## src/rtl/transmisor.sv

```systemverilog
// ---------------------------------------------------------------------------
// transmisor
// Serialises a parallel word into a frame on a single line:
//   start bit (1), DATA_W data bits LSB first, optional even-parity bit,
//   stop bit (0). Each bit is held for BIT_CYCLES clock cycles. The line
//   idles at 0.
//
// Parameters
//   DATA_W      payload width in bits (1..32)
//   PARITY_EN   1 inserts an even-parity bit, 0 omits it
//   BIT_CYCLES  clock cycles per serial bit (1..65535)
//
// Ports
//   CLK         clock, all state changes on the rising edge
//   RST         synchronous active-high reset
//   tx_data     word to send, sampled when it is accepted
//   tx_valid    tx_data is valid
//   tx_ready    high when a word can be accepted (IDLE and not in reset)
//   signal_out  registered serial line
//   busy        high for every cycle of a frame
//   done        one-cycle pulse on the last cycle of the stop bit
// ---------------------------------------------------------------------------
module transmisor #(
    parameter int DATA_W     = 8,
    parameter int PARITY_EN  = 1,
    parameter int BIT_CYCLES = 1
) (
    input  logic              CLK,
    input  logic              RST,
    input  logic [DATA_W-1:0] tx_data,
    input  logic              tx_valid,
    output logic              tx_ready,
    output logic              signal_out,
    output logic              busy,
    output logic              done
);

    localparam int IDX_W = (DATA_W > 1) ? $clog2(DATA_W) : 1;
    localparam logic [IDX_W-1:0] LAST_IDX = IDX_W'(DATA_W - 1);
    localparam logic [15:0]      LAST_CYC = 16'(BIT_CYCLES - 1);

    typedef enum logic [2:0] {
        IDLE,
        START,
        DATA,
        PARITY,
        STOP
    } state_t;

    state_t            state;
    state_t            state_next;
    logic [15:0]       cyc;
    logic [15:0]       cyc_next;
    logic [IDX_W-1:0]  idx;
    logic [IDX_W-1:0]  idx_next;
    logic [DATA_W-1:0] shift;
    logic [DATA_W-1:0] shift_next;
    logic              parity;
    logic              parity_next;
    logic              line_next;
    logic              bit_end;

    // Last cycle of the current serial bit.
    assign bit_end = (cyc == LAST_CYC);

    // Next-state logic. The line value is computed from the state being
    // entered so that the registered output lines up with the state that
    // owns it: the start bit shows on the cycle right after acceptance.
    always_comb begin
        state_next  = state;
        cyc_next    = cyc;
        idx_next    = idx;
        shift_next  = shift;
        parity_next = parity;
        line_next   = 1'b0;

        if (state != IDLE) begin
            cyc_next = bit_end ? 16'd0 : cyc + 16'd1;
        end

        case (state)
            IDLE: begin
                if (tx_valid) begin
                    state_next  = START;
                    shift_next  = tx_data;
                    parity_next = ^tx_data;
                    idx_next    = '0;
                    cyc_next    = 16'd0;
                end
            end
            START: begin
                if (bit_end) begin
                    state_next = DATA;
                end
            end
            DATA: begin
                if (bit_end) begin
                    shift_next = shift >> 1;
                    if (idx == LAST_IDX) begin
                        idx_next   = '0;
                        state_next = (PARITY_EN != 0) ? PARITY : STOP;
                    end else begin
                        idx_next = idx + IDX_W'(1);
                    end
                end
            end
            PARITY: begin
                if (bit_end) begin
                    state_next = STOP;
                end
            end
            STOP: begin
                if (bit_end) begin
                    state_next = IDLE;
                end
            end
            default: begin
                state_next = IDLE;
            end
        endcase

        case (state_next)
            START:   line_next = 1'b1;
            DATA:    line_next = shift_next[0];
            PARITY:  line_next = parity_next;
            default: line_next = 1'b0;
        endcase
    end

    // State, counters, shift register and the serial line. Reset aborts
    // any frame in flight and discards the latched word.
    always_ff @(posedge CLK) begin
        if (RST) begin
            state      <= IDLE;
            cyc        <= 16'd0;
            idx        <= '0;
            shift      <= '0;
            parity     <= 1'b0;
            signal_out <= 1'b0;
        end else begin
            state      <= state_next;
            cyc        <= cyc_next;
            idx        <= idx_next;
            shift      <= shift_next;
            parity     <= parity_next;
            signal_out <= line_next;
        end
    end

    assign tx_ready = (state == IDLE) && !RST;
    assign busy     = (state != IDLE);
    assign done     = (state == STOP) && bit_end;

endmodule

```

## config.mk

```make
export PLATFORM = sky130hd
export DESIGN_NAME = transmisor
export DESIGN_NICKNAME = d
export VERILOG_FILES = /design/src/rtl/transmisor.sv
export SDC_FILE = /design/constraint.sdc
export NUM_CORES = 1
export LEC_CHECK = 0
export ABC_CLOCK_PERIOD_IN_PS = 2000
export CORE_UTILIZATION = 54
export CTS_BUF_LIST = sky130_fd_sc_hd__clkbuf_8
export DETAILED_ROUTE_END_ITERATION = 8
export GPL_ROUTABILITY_DRIVEN = 0
export PLACE_DENSITY = 0.78
export SLEW_MARGIN = 40
export SYNTH_ARGS = -nofsm -noshare
export SYNTH_HDL_FRONTEND = slang
export SYNTH_SLANG_ARGS = --single-unit
```

## constraint.sdc

```tcl
create_clock -name CLK -period 2 [get_ports CLK]
set_input_delay 0.4 -clock CLK [delete_from_list [all_inputs] [get_ports CLK]]
set_output_delay 0.4 -clock CLK [all_outputs]
set_load 0.02 [all_outputs]
```

After elaboration in Yosys (flattened, before gate mapping)

Index checks and enable logic that the tools add are counted.

Div/mod/pow operators: 0
Shifts and indexed selects: 0
Equal/unequal tests: 10
Multipliers: 0
Muxes and demuxes: 21
Bitwise gates (word level): 0
Reductions and logical operators: 9
$add $sub $neg: 2
$lt $le $gt $ge: 0

Operators with widths:

| kind                                                | number |
|---|---|
| two-way mux 16 bit                                  | 4 |
| two-way mux 3 bit                                   | 9 |
| adder 16 x 1 -> 16 bit, second input constant       | 1 |
| logical NOT 16 bit                                  | 1 |
| two-way mux 8 bit                                   | 2 |
| case mux 8 bit (2 select lines)                     | 1 |
| case mux 3 bit (5 select lines)                     | 1 |
| equality test 3 x 2 -> 1 bit, second input constant | 4 |
| parity 8 bit                                        | 1 |
| equality test 3 x 1 -> 1 bit, second input constant | 2 |
| equality test 3 bit, second input constant          | 2 |
| case mux 3 bit (2 select lines)                     | 1 |
| inequality test 2 bit, second input constant        | 2 |
| adder 3 x 1 -> 3 bit, second input constant         | 1 |
| logical NOT 3 bit                                   | 1 |
| case mux 1 bit (3 select lines)                     | 1 |
| AND reduction 3 bit                                 | 1 |
| nonzero test 3 bit                                  | 1 |
| logical AND 1 bit                                   | 2 |
| two-way mux 1 bit                                   | 2 |
| nonzero test 2 bit                                  | 1 |
| logical NOT 1 bit                                   | 1 |

Bits in latches: 0
Logic and storage cells: 49
Flip-flop bits (word level): 32
Memories: 0
Input port bits: 11
Bits in read-only memories: 0
Output and inout port bits: 4
Bits in writable memories: 0

Longest topological paths before layout

Depth after elaboration: 6
Gate-level depth with buffers: 9
Mapped depth without buffers: 8

Worst setup path before layout

Ideal clock, no wire load.

Kind: reg2reg
From: register cyc[0]
To: register cyc[13]
Library setup time: 115 ps
Data required time: 1885 ps
Buffers on the path: 1
Data arrival time: 1704 ps
Slack: 181 ps
Period minus slack after synthesis: 1819 ps
Cell stages (with the launch flop): 10
Path through: dfxtp_1 inv_1 ha_1 nor4b_4 nand4_4 and2_1 clkbuf_1 a21oi_1 nor2b_1 o21ba_2

Longest elaborated chain between the ends: 5
Elaborated cells on any way between the ends: 6
Classes of those cells: add/sub (1); mux (4); reduce/logical (1)

RTL lines:

| what                                                         | RTL line | text |
|---|---|---|
| from (decl)                                                  | 52       | `logic [15:0] cyc;` |
| from (signal assigned)                                       | 142      | `cyc <= cyc_next;` |
| adder 16 x 1 -> 16 bit or logical NOT 16 bit (tied branches) | 78, 64   |  |
| two-way mux 16 bit *                                         | 78       | `cyc_next = bit_end ? 16'd0 : cyc + 16'd1;` |
| two-way mux 16 bit *                                         | 77       | `if (state != IDLE) begin` |
| two-way mux 16 bit                                           | 83       | `if (tx_valid) begin` |
| two-way mux 16 bit *                                         | 81       | `case (state)` |

Every way passes the cells marked *; elsewhere a longest branch is shown, timed or not.
A chain may end at the register's enable or synchronous reset.

Worst setup path in the final report

From: register cyc[2]
To: register cyc[13]

Same word-level chain as after synthesis.

==> out/results.ini <==
[synthesis]
seq_area_frac_synth_pct = 36.4
synth-async-reset-ratio_pct = 0
synthFlopType = dfxtp_1
postSynthCellCount = 217
syn_area_per_cell_um2 = 8.11
syn_area_um2 = 1760
synth.distinct_cells = 42
ys_warn_count = 0
ys_seq_elements = 32
syn_nets = 232
synth_edf_count = 0

[pwr]
power_switching_w = 0.000437
ir_drop_uv = 527
fin_total_pwr_w = 0.00162
leakage_nw = 0.864
p_clk_share_pct = 37.2
power-per-cell-area_nw_per_um2 = 731
pwr-share-comb_pct = 20.5
p_seq_share_pct = 42.3
swShare_pct = 26.9
intPower_w = 0.00118

[hold_path]
hold-path-cell-count = 2
min_path_type = register to register

[clock_network]
insertion_delay_ps = 280
root_buffer = clkbuf_8
cts_tree = done
htreeDepth = 2
numCtsBuffers = 5
clk_pin_slew_worst_paths_ps = 70
clock_sinks = 32
postCtsSetupBuffers = 0
cts_max_path_buffers = 2

[critical_path]
cp.depth = 6
arrival_ps = 2080
critPathRequiredTime_ps = 2180
crit_path_start_kind = register
slowest_stage = dfxtp_1
crit_type = register to register
endpoint_kind = register
cp_max_fo = 8
ff2ff_path_depth = 6
path_cells = nand3_1, nor3_2, nand4_1, a21oi_1, nor2b_1, o21ba_2
crit_family = simple AND/OR/NAND/NOR gates
path_buf_inv = 0
cp_slowest_stage_delay_ps = 470

[die]
die_area_um2 = 3490
rows = 20
ios = 15
fp.dieW_um = 59.1
core_area_um2 = 3080
initial_utilization_pct = 57.2
fp.dieH_um = 59.1

[route]
wl_per_cell_um = 13.9
drc = 0
routed_via_density = 5.74
dr.first_iter.drc_count = 86
route.vias.total = 1716
firstDrtPassIters = 4
ant_nets = 0
drt_wl_total_um = 4170

[finish]
drive_gt1_share_pct = 19.6
fin_util_pct = 72.1
nFillCells = 242
finalInstanceArea_um2 = 2220
layout.nets = 269
antennaDiodeCount = 0
area_growth_pct = 26.1

[sta]
drv_slew = 0
relSlewSlack_pct = 68.9
skew_ps = 3.67
fin_crit_sh_pct = 94.8
setup_tns_ps = 0
period_needed_ps = 1900
tightest_slew_ps = 464
hold_viol = 0
rsz0062_at_grt = true
holdWs_ps = 461
max_freq_ghz = 0.527
setup_viol = 0

[global_route]
antenna_found_initial = 0
overflow = 0
gr-usage-all-layers_pct = 26.8
grt_pass1_wl_um = 7060
grt_max_degree = 34
grt_pass1_vias = 1631

[placement]
portBuffers = 14
placed_area_um2 = 2110
hpwl_um = 3030

[run_status]
outcome = complete, no violations

[flow_run]
maxCapViolCount = 0

-- final timing paths --
check	start	end	slack, ps
worst max-delay path	cyc[2]$_SDFF_PP0_	cyc[13]$_SDFF_PP0_	100
worst min-delay path	shift[6]$_SDFFE_PP0P_	shift[6]$_SDFFE_PP0P_	460
worst max register to register	cyc[2]$_SDFF_PP0_	cyc[13]$_SDFF_PP0_	100
worst min register to register	shift[6]$_SDFFE_PP0P_	shift[6]$_SDFFE_PP0P_	460
-- metrics by stage --
stage          std cells  worst slack, ps
3_3_place_gp         291             6.46
6_report             299              104
2_1_floorplan        217              181
5_1_grt              299            -52.0
3_5_place_dp         291             11.2
4_1_cts              299             36.5
-- registers in the layout, indices dropped and copies added (netlist names) --
| signal | count |
|---|---|
| cyc | 16 |
| shift | 8 |
| idx | 3 |
| state | 3 |
| parity | 1 |
| signal_out | 1 |
-- power by group through the flow --
stage / clock network, W / logic, W / registers (W)
after detailed placement: 0 / 0.000332 / 0.000699
after global placement: 0 / 0.000326 / 0.000697
final: 0.000603 / 0.000333 / 0.000685
after CTS: 0.000614 / 0.000328 / 0.000685
after floorplan: 0 / 0.000198 / 0.000701
after global routing: 0.000645 / 0.000368 / 0.000688
-- tightest hold or removal path: stages (launching register included) --
cell	delay, ps
dfxtp_1	310
nand2_1	50
a21oi_1	50
-- cell usage after synthesis (2+ instances only) --
master / count / share of area (%)
a211oi_1: 4 / 1.7
a21oi_1: 27 / 7.7
a22oi_1: 7 / 3.0
a31oi_1: 3 / 1.1
and2_1: 3 / 1.1
and3_1: 4 / 1.4
and4_1: 2 / 1.0
buf_2: 3 / 0.85
clkbuf_1: 8 / 1.7
dfxtp_1: 32 / 36
ha_1: 4 / 2.8
inv_1: 5 / 1.1
nand2_1: 21 / 4.5
nand3_1: 4 / 1.1
nand3b_1: 5 / 2.1
nand4_1: 7 / 2.5
nand4b_1: 2 / 1.0
nor2_1: 23 / 4.9
nor2b_1: 2 / 0.71
nor3_1: 6 / 1.7
nor4_4: 2 / 2.4
o21ai_0: 11 / 3.1
o31ai_1: 2 / 0.85
or3_1: 4 / 1.4
or4_1: 2 / 0.85
xnor2_1: 8 / 4.0
-- cells in the final DEF (no fill, tap or decap), drive strengths merged, types with 5 or more instances in the layout --
cell,Yosys,routed
dfxtp,32,32
buf,4,29
a21oi,27,27
nor2,25,25
nand2,21,21
o21ai,12,12
clkdlybuf4s50,0,11
xnor2,8,8
nand4,8,8
a22oi,7,7
nor3,7,7
inv,6,7
nand3b,5,5
clkbuf,8,5
-- logic make-up (layout without fill, tap and decap cells) --
group,after synthesis,in the layout,synth area share [%]
buf+inv,18,56,4.48
xor+xnor,8,8,3.98
compound gates,58,58,19.3
fa+ha+maj,4,4,2.85
flops,32,32,36.4
simple gates,97,97,33.0
-- what timing repair did --
| action | CTS | global route |
|---|---|---|
| hold buffers | 0 | 0 |
| gates resized for setup | 5 | 6 |
| setup endpoints to repair | 3 | 12 |
-- area by class of cell --
| cell class | count | area, µm² | area share, % |
|---|---|---|---|
| Multi-Input combinational cell | 167 | 1050 | 47.3 |
| Sequential cell | 32 | 641 | 28.9 |
| Timing Repair Buffer | 42 | 343 | 15.5 |
| Inverter | 6 | 22.5 | 1.02 |
| Clock buffer | 5 | 68.8 | 3.10 |
| Tap cell | 44 | 55.1 | 2.48 |
| Clock inverter | 3 | 38.8 | 1.75 |
-- layer usage --
| layer | up-vias | GRT usage [%] | share of wire (%) |
|---|---|---|---|
| met2 | 44 | 44.2 | 48 |
| met5 | - | 0 | 0 |
| met3 | 6 | 7.21 | 5.7 |
| met4 | 0 | 7.48 | 1.1 |
| li1 | 868 | - | - |
| met1 | 798 | 34.6 | 45 |
Note: power is estimated with default switching activity, not from simulation.
